===== src/rtl/pe_action_lut_pkg.sv =====
// pe_types: shared types for the processing element action table.
//
// Contents:
//   PAT_SIZE      default number of action table entries
//   PAT_NUM_RSVD  number of reserved PIDs (0..PAT_NUM_RSVD-1) that are never stored
//   PID_W         PID width; one bit wider than the table index so that
//                 out-of-range PIDs can be expressed and rejected
//   pid_t                 process identifier
//   action_table_entry_t  one action entry (opcode + destination)
//   scrub_state_e         scrub sequencer states
//   pid_legal()           true when a PID maps to a storable entry

package pe_types;

  localparam int PAT_SIZE     = 16;
  localparam int PAT_NUM_RSVD = 2;
  localparam int PID_W        = $clog2(PAT_SIZE) + 1;

  typedef logic [PID_W-1:0] pid_t;

  typedef struct packed {
    logic [2:0] op;
    logic [4:0] dest;
  } action_table_entry_t;

  typedef enum logic {
    SCRUB = 1'b0,
    IDLE  = 1'b1
  } scrub_state_e;

  // A PID is storable when it is above the reserved range and inside the table.
  function automatic logic pid_legal(input pid_t pid, input int depth, input int rsvd);
    return (int'(pid) >= rsvd) && (int'(pid) < depth);
  endfunction

endpackage


===== src/rtl/pe_action_lut_scrubber.sv =====
// pe_lut_scrubber: scrub sequencer for pe_action_lut.
//
// After reset, or when clr_req arrives while idle, walks idx from NUM_RSVD to
// DEPTH-1, asserting clr_en for one entry per cycle, then returns to IDLE.
// clr_req while scrubbing is ignored.
//
// Ports:
//   clk, rst   clock, asynchronous active-high reset
//   clr_req    request a full scrub (honoured only in IDLE)
//   busy       scrub in progress
//   clr_en     clear strobe for entry clr_idx this cycle
//   clr_idx    entry being cleared

module pe_lut_scrubber
  import pe_types::*;
#(
  parameter int DEPTH    = PAT_SIZE,
  parameter int NUM_RSVD = PAT_NUM_RSVD,
  parameter int IDX_W    = $clog2(DEPTH)
) (
  input  logic             clk,
  input  logic             rst,
  input  logic             clr_req,
  output logic             busy,
  output logic             clr_en,
  output logic [IDX_W-1:0] clr_idx
);

  localparam logic [IDX_W-1:0] FIRST_IDX = IDX_W'(NUM_RSVD);
  localparam logic [IDX_W-1:0] LAST_IDX  = IDX_W'(DEPTH - 1);

  scrub_state_e     state, state_next;
  logic [IDX_W-1:0] idx, idx_next;

  // State and index registers; reset lands directly in SCRUB so the array is
  // cleaned before any write can be accepted.
  always_ff @(posedge clk or posedge rst) begin
    if (rst) begin
      state <= SCRUB;
      idx   <= FIRST_IDX;
    end else begin
      state <= state_next;
      idx   <= idx_next;
    end
  end

  // Next-state logic: one entry per cycle in SCRUB, leave after the last one.
  always_comb begin
    state_next = state;
    idx_next   = idx;
    busy       = 1'b0;
    clr_en     = 1'b0;
    clr_idx    = idx;
    case (state)
      SCRUB: begin
        busy   = 1'b1;
        clr_en = 1'b1;
        if (idx == LAST_IDX) begin
          state_next = IDLE;
        end else begin
          idx_next = idx + IDX_W'(1);
        end
      end
      IDLE: begin
        if (clr_req) begin
          state_next = SCRUB;
          idx_next   = FIRST_IDX;
        end
      end
      default: begin
        state_next = SCRUB;
        idx_next   = FIRST_IDX;
      end
    endcase
  end

endmodule


===== src/rtl/pe_action_lut.sv =====
// pe_action_lut: multi-read-port action table for the processing element.
//
// Per-PID action entries with explicit valid bits, NUM_RD registered read
// ports (1-cycle latency), a ready/valid write port with invalidate, and a
// scrub sequencer (pe_lut_scrubber) that clears the table after reset or on
// clr_req. Writes stall (wr_ready=0) and reads miss while scrubbing.
//
// Configuration macro:
//   PE_LUT_BYPASS_EN  defined: a read hitting the PID of a same-cycle accepted
//                     legal write returns the new value (or a miss on kill).
//                     undefined: such a read returns the pre-write contents.
//
// Ports:
//   clk, rst                 clock, asynchronous active-high reset
//   wr_valid/wr_ready        write handshake
//   wr_pid, wr_kill, wr_entry  write target, invalidate flag, data
//   wr_err                   pulse: accepted write hit a reserved/out-of-range PID
//   rd_en[p], rd_pid[p]      read strobe and PID per port
//   rsp_valid/hit/entry[p]   registered read response per port
//   clr_req                  request full scrub
//   busy                     scrub in progress
//   valid_cnt                number of valid entries

module pe_action_lut
  import pe_types::*;
#(
  parameter int DEPTH    = PAT_SIZE,
  parameter int NUM_RSVD = PAT_NUM_RSVD,
  parameter int NUM_RD   = 2
) (
  input  logic                       clk,
  input  logic                       rst,
  input  logic                       wr_valid,
  output logic                       wr_ready,
  input  pid_t                       wr_pid,
  input  logic                       wr_kill,
  input  action_table_entry_t        wr_entry,
  output logic                       wr_err,
  input  logic [NUM_RD-1:0]          rd_en,
  input  pid_t                       rd_pid [NUM_RD],
  output logic [NUM_RD-1:0]          rsp_valid,
  output logic [NUM_RD-1:0]          rsp_hit,
  output action_table_entry_t        rsp_entry [NUM_RD],
  input  logic                       clr_req,
  output logic                       busy,
  output logic [$clog2(DEPTH+1)-1:0] valid_cnt
);

  localparam int IDX_W = $clog2(DEPTH);
  localparam int CNT_W = $clog2(DEPTH + 1);

  action_table_entry_t data [DEPTH];
  logic [DEPTH-1:0]    vld;

  logic             clr_en;
  logic [IDX_W-1:0] clr_idx;

  logic             wr_fire;
  logic             wr_legal;
  logic             wr_bad;
  logic [IDX_W-1:0] wr_idx;
  logic             cnt_inc;
  logic             cnt_dec;

  logic                rd_hit_c   [NUM_RD];
  action_table_entry_t rd_entry_c [NUM_RD];

  pe_lut_scrubber #(
    .DEPTH    (DEPTH),
    .NUM_RSVD (NUM_RSVD),
    .IDX_W    (IDX_W)
  ) u_scrubber (
    .clk     (clk),
    .rst     (rst),
    .clr_req (clr_req),
    .busy    (busy),
    .clr_en  (clr_en),
    .clr_idx (clr_idx)
  );

  assign wr_ready = ~busy;

  // Write decode. Illegal PIDs are still accepted (so the writer is never
  // stuck) but only raise wr_err. The valid counter moves on real vld edges
  // only, so rewrites and repeated kills leave it alone.
  always_comb begin
    wr_fire  = wr_valid && wr_ready;
    wr_legal = wr_fire && pid_legal(wr_pid, DEPTH, NUM_RSVD);
    wr_bad   = wr_fire && !pid_legal(wr_pid, DEPTH, NUM_RSVD);
    wr_idx   = wr_pid[IDX_W-1:0];
    cnt_inc  = wr_legal && !wr_kill && !vld[wr_idx];
    cnt_dec  = (clr_en && vld[clr_idx]) || (wr_legal && wr_kill && vld[wr_idx]);
  end

  // Data array carries no reset; the scrub provides the clean contents.
  always_ff @(posedge clk) begin
    if (clr_en) begin
      data[clr_idx] <= '0;
    end else if (wr_legal && !wr_kill) begin
      data[wr_idx] <= wr_entry;
    end
  end

  // Valid bits, counter and error pulse. Reserved vld bits are never written
  // after reset, so they stay 0.
  always_ff @(posedge clk or posedge rst) begin
    if (rst) begin
      vld       <= '0;
      valid_cnt <= '0;
      wr_err    <= 1'b0;
    end else begin
      if (clr_en) begin
        vld[clr_idx] <= 1'b0;
      end else if (wr_legal) begin
        vld[wr_idx] <= !wr_kill;
      end
      if (cnt_inc && !cnt_dec) begin
        valid_cnt <= valid_cnt + CNT_W'(1);
      end else if (cnt_dec && !cnt_inc) begin
        valid_cnt <= valid_cnt - CNT_W'(1);
      end
      wr_err <= wr_bad;
    end
  end

  // Read lookup per port. Anything during a scrub, or to a reserved or
  // out-of-range PID, is a miss with zero data.
  always_comb begin
    for (int p = 0; p < NUM_RD; p++) begin
      rd_hit_c[p]   = 1'b0;
      rd_entry_c[p] = '0;
      if (!busy && pid_legal(rd_pid[p], DEPTH, NUM_RSVD)) begin
        rd_hit_c[p] = vld[rd_pid[p][IDX_W-1:0]];
        if (rd_hit_c[p]) begin
          rd_entry_c[p] = data[rd_pid[p][IDX_W-1:0]];
        end
      end
`ifdef PE_LUT_BYPASS_EN
      if (wr_legal && (wr_pid == rd_pid[p])) begin
        rd_hit_c[p]   = !wr_kill;
        rd_entry_c[p] = wr_kill ? '0 : wr_entry;
      end
`endif
    end
  end

  // Registered responses, held for exactly one cycle per read strobe.
  always_ff @(posedge clk or posedge rst) begin
    if (rst) begin
      rsp_valid <= '0;
      rsp_hit   <= '0;
      for (int p = 0; p < NUM_RD; p++) begin
        rsp_entry[p] <= '0;
      end
    end else begin
      for (int p = 0; p < NUM_RD; p++) begin
        rsp_valid[p] <= rd_en[p];
        rsp_hit[p]   <= rd_en[p] && rd_hit_c[p];
        rsp_entry[p] <= rd_en[p] ? rd_entry_c[p] : '0;
      end
    end
  end

endmodule


===== config.mk =====
export PLATFORM = sky130hd
export DESIGN_NAME = pe_action_lut
export DESIGN_NICKNAME = d
export VERILOG_FILES = /design/src/rtl/pe_action_lut_pkg.sv /design/src/rtl/pe_action_lut_scrubber.sv /design/src/rtl/pe_action_lut.sv
export SDC_FILE = /design/constraint.sdc
export NUM_CORES = 1
export LEC_CHECK = 0
export CAP_MARGIN = 0
export CORE_ASPECT_RATIO = 0.7
export CORE_MARGIN = 2
export CORE_UTILIZATION = 60
export CTS_CLUSTER_SIZE = 16
export DETAILED_ROUTE_END_ITERATION = 6
export PLACE_DENSITY = 0.88
export RECOVER_POWER = 50
export SETUP_SLACK_MARGIN = 0.2
export SYNTH_ARGS = -nofsm -noshare
export SYNTH_HDL_FRONTEND = slang
export SYNTH_HIERARCHICAL = 1
export SYNTH_SLANG_ARGS = --single-unit

===== constraint.sdc =====
create_clock -name clk -period 4.2 [get_ports clk]
set_input_delay 1.05 -clock clk [delete_from_list [all_inputs] [get_ports clk]]
set_output_delay 1.05 -clock clk [all_outputs]
set_load 0.05 [all_outputs]

==> impl_metrics.ini <==
[global_routing]
track_usage_pct = 31.2
grt_pass1_vias = 5921
grt_overflow = 0
grt_max_degree = 43
grt_pass1_wl_um = 35900
antenna_found_initial = 0

[yosys]
synth_flop_cell = edfxtp_1
syn_inst = 565
ys_ff_latch = 175
syn_nets = 601
syn-cell-area_sq_um = 9050
synth-async-reset-ratio_pct = 26.9
yosys_warnings = 6
ys_seq_area_share_pct = 55.5
synth.distinct_cells = 60
avgSynthCellArea_sq_um = 16.0
synth_edf_count = 128

[power_and_ir_drop]
leakagePower_uw = 0.00394
p_per_area_nw_per_um2 = 526
finalPower_uw = 5440
ir_worst_vdd_uv = 445

[outcome]
status = finished, violations left
violations = capacitance limit, slew limit

[setup_path]
required_ns = 4.44
cp_max_fo = 35
end_kind = register
start_kind = primary input
critical_path_class = primary input to register
worstPathArrival_ns = 4.12

[detailed_routing]
drc_errors = 0
first_iter_violations = 803
ant_nets = 0
drt-pass1-iter-count = 5
wl_um = 23600
vias = 6056
routedWlPerCell_um = 28.2
viasPerCell = 7.24

[layout]
stdcell_count = 837
diodes = 0
fin_nets = 665
area_growth_pct = 14.3
mostFrequentLayoutCells = 128 x edfxtp_1, 53 x mux4_2, 46 x dfrtp_1, 41 x mux2i_1, 32 x dlygate4sd3_1
final_layout_size_suffix_gt1_share_pct = 21.2
layout_commonest_cell = edfxtp_1

[floorplan]
core-area_sq_um = 14700
dieArea_sq_um = 16100
die-height_um = 107
initial_utilization_pct = 61.5
row_count = 37
die_x_um = 151
io_pins = 58

[sta]
fin_crit_sh_pct = 92.4
rsz0062_at_grt = no
setup_viol_count_final = 0
fin_skew_ns = 0.0139
hold_viol = 0
worst_slew_pin_slew_ns = 1.76
min_period_ns = 3.88
slew_headroom_pct = -17.6
final_max_slew_viol_count = 43
max_freq_mhz = 258

[clocking]
numCtsBuffers = 17
cts.path.max_buffers = 2
htree_levels = 4
clk_latency_ns = 0.45
cts_sinks = 175
path_clk_slew_ns = 0.07
cts_tree = done
cts_setup_buffers = 0
root_buffer = clkbuf_16

[placed_design]
dp_hpwl_um = 15500
numPortBuffers = 57
place.gp.congestion = 0.985
placed_cells = 805

[flow_run]
maxCapViolCount = 1

[hold_path]
hp-class = register to register
synthesized netlist by cell type (8+ instances only):
library cell	instances	share of area, %
clkbuf_1	14	0.58
edfxtp_1	128	42
nand4_1	12	0.83
mux2i_1	41	4.5
dfrtp_1	46	13
and2b_1	12	1.0
nor2_1	26	1.1
and2_1	11	0.76
nand2_1	11	0.46
inv_1	9	0.37
mux4_4	8	2.2
a21oi_1	12	0.66
a221oi_1	17	1.6
mux4_2	53	13
a211oi_1	18	1.5
mux2_2	8	1.0
buf_6	11	1.4
mux4_1	12	3.5
nor2b_1	10	0.69
a31oi_1	9	0.62
routing by layer:
layer | up-vias | GRT usage (%) | share of wire (%)
li1 | 2439 | - | -
met1 | 2993 | 42.7 | 36
met2 | 531 | 48.2 | 47
met3 | 93 | 9.53 | 13
met4 | 0 | 11.3 | 3.7
met5 | - | 0 | 0
what timing repair did:
item	CTS	global route
resized for setup	0	1
hold buffers	0	0
endpoints found under the setup margin	0	1
through the flow:
step	util, %	hold WS [ns]	setup TNS [ns]	instance area [sq um]	setup slack, ns
2_1_floorplan	-	0.497	0	9050	0.561
5_1_grt	70.3	0.526	0	10300	0.127
6_report	70.3	0.514	0	10300	0.318
3_5_place_dp	66.3	0.508	-0.0363	9760	-0.0363
3_3_place_gp	66.3	0.471	0	9760	0.0815
4_1_cts	70.5	0.521	0	10400	0.416
final timing paths:
check / start / to / slack, ns / depth (start not counted)
max: rd_pid[7] / rsp_entry[10] / 0.32 / 5
min: valid_cnt[4] / valid_cnt[4] / 0.51 / 1
max reg2reg: u_scrubber/state / data[8][6] / 0.38 / 6
min reg2reg: valid_cnt[4] / valid_cnt[4] / 0.51 / 1
max in group asynchronous: rst / vld[1] / 1.53 / 2
min in group asynchronous: rst / u_scrubber/clr_idx[0] / 0.98 / 2
critical path, cell delays in order:
cell	delay (ns)
dlygate4sd3_1	0.64
clkbuf_2	0.81
mux4_2	0.43
o211ai_1	0.88
a221oi_1	0.31
registers in the layout, summed over array words and instances, names as in the netlist:
signal and flops:
vld 16, rsp_hit 2, u_scrubber/clr_idx 4, data 128, rsp_valid 2, wr_err 1, rsp_entry 16, u_scrubber/state 1
valid_cnt 5
cell families after synthesis:
kind of cell,Yosys count,share of synthesized area (%)
buffers and inverters,54,4.05
adders and majority gates,6,0.913
and+or+nand+nor,125,8.34
xor gates and xnor gates,5,0.484
muxes,122,24.4
AOI/OAI and AO/OA,78,6.29
DFF,175,55.5
area by class of cell:
| cell class | count | area (sq um) |
|---|---|---|
| inverters | 10 | 37.5 |
| flip-flops and latches | 175 | 5020 |
| fillers | 921 | 4380 |
| repair buffers | 89 | 771 |
| multi-input cells | 336 | 3650 |
| well taps | 195 | 244 |
| clock inverters | 15 | 196 |
| clock buffers | 17 | 425 |
power breakdown:
| part | internal (uW) | leakage (uW) | switching [uW] | total (uW) |
|---|---|---|---|---|
| sequential | 2170 | 0.00182 | 232 | 2410 |
| combinational | 547 | 0.00182 | 859 | 1410 |
| clock | 861 | 0.000299 | 769 | 1630 |
| total | 3580 | 0.00394 | 1860 | 5440 |
Power figures use the tool's default switching activity.
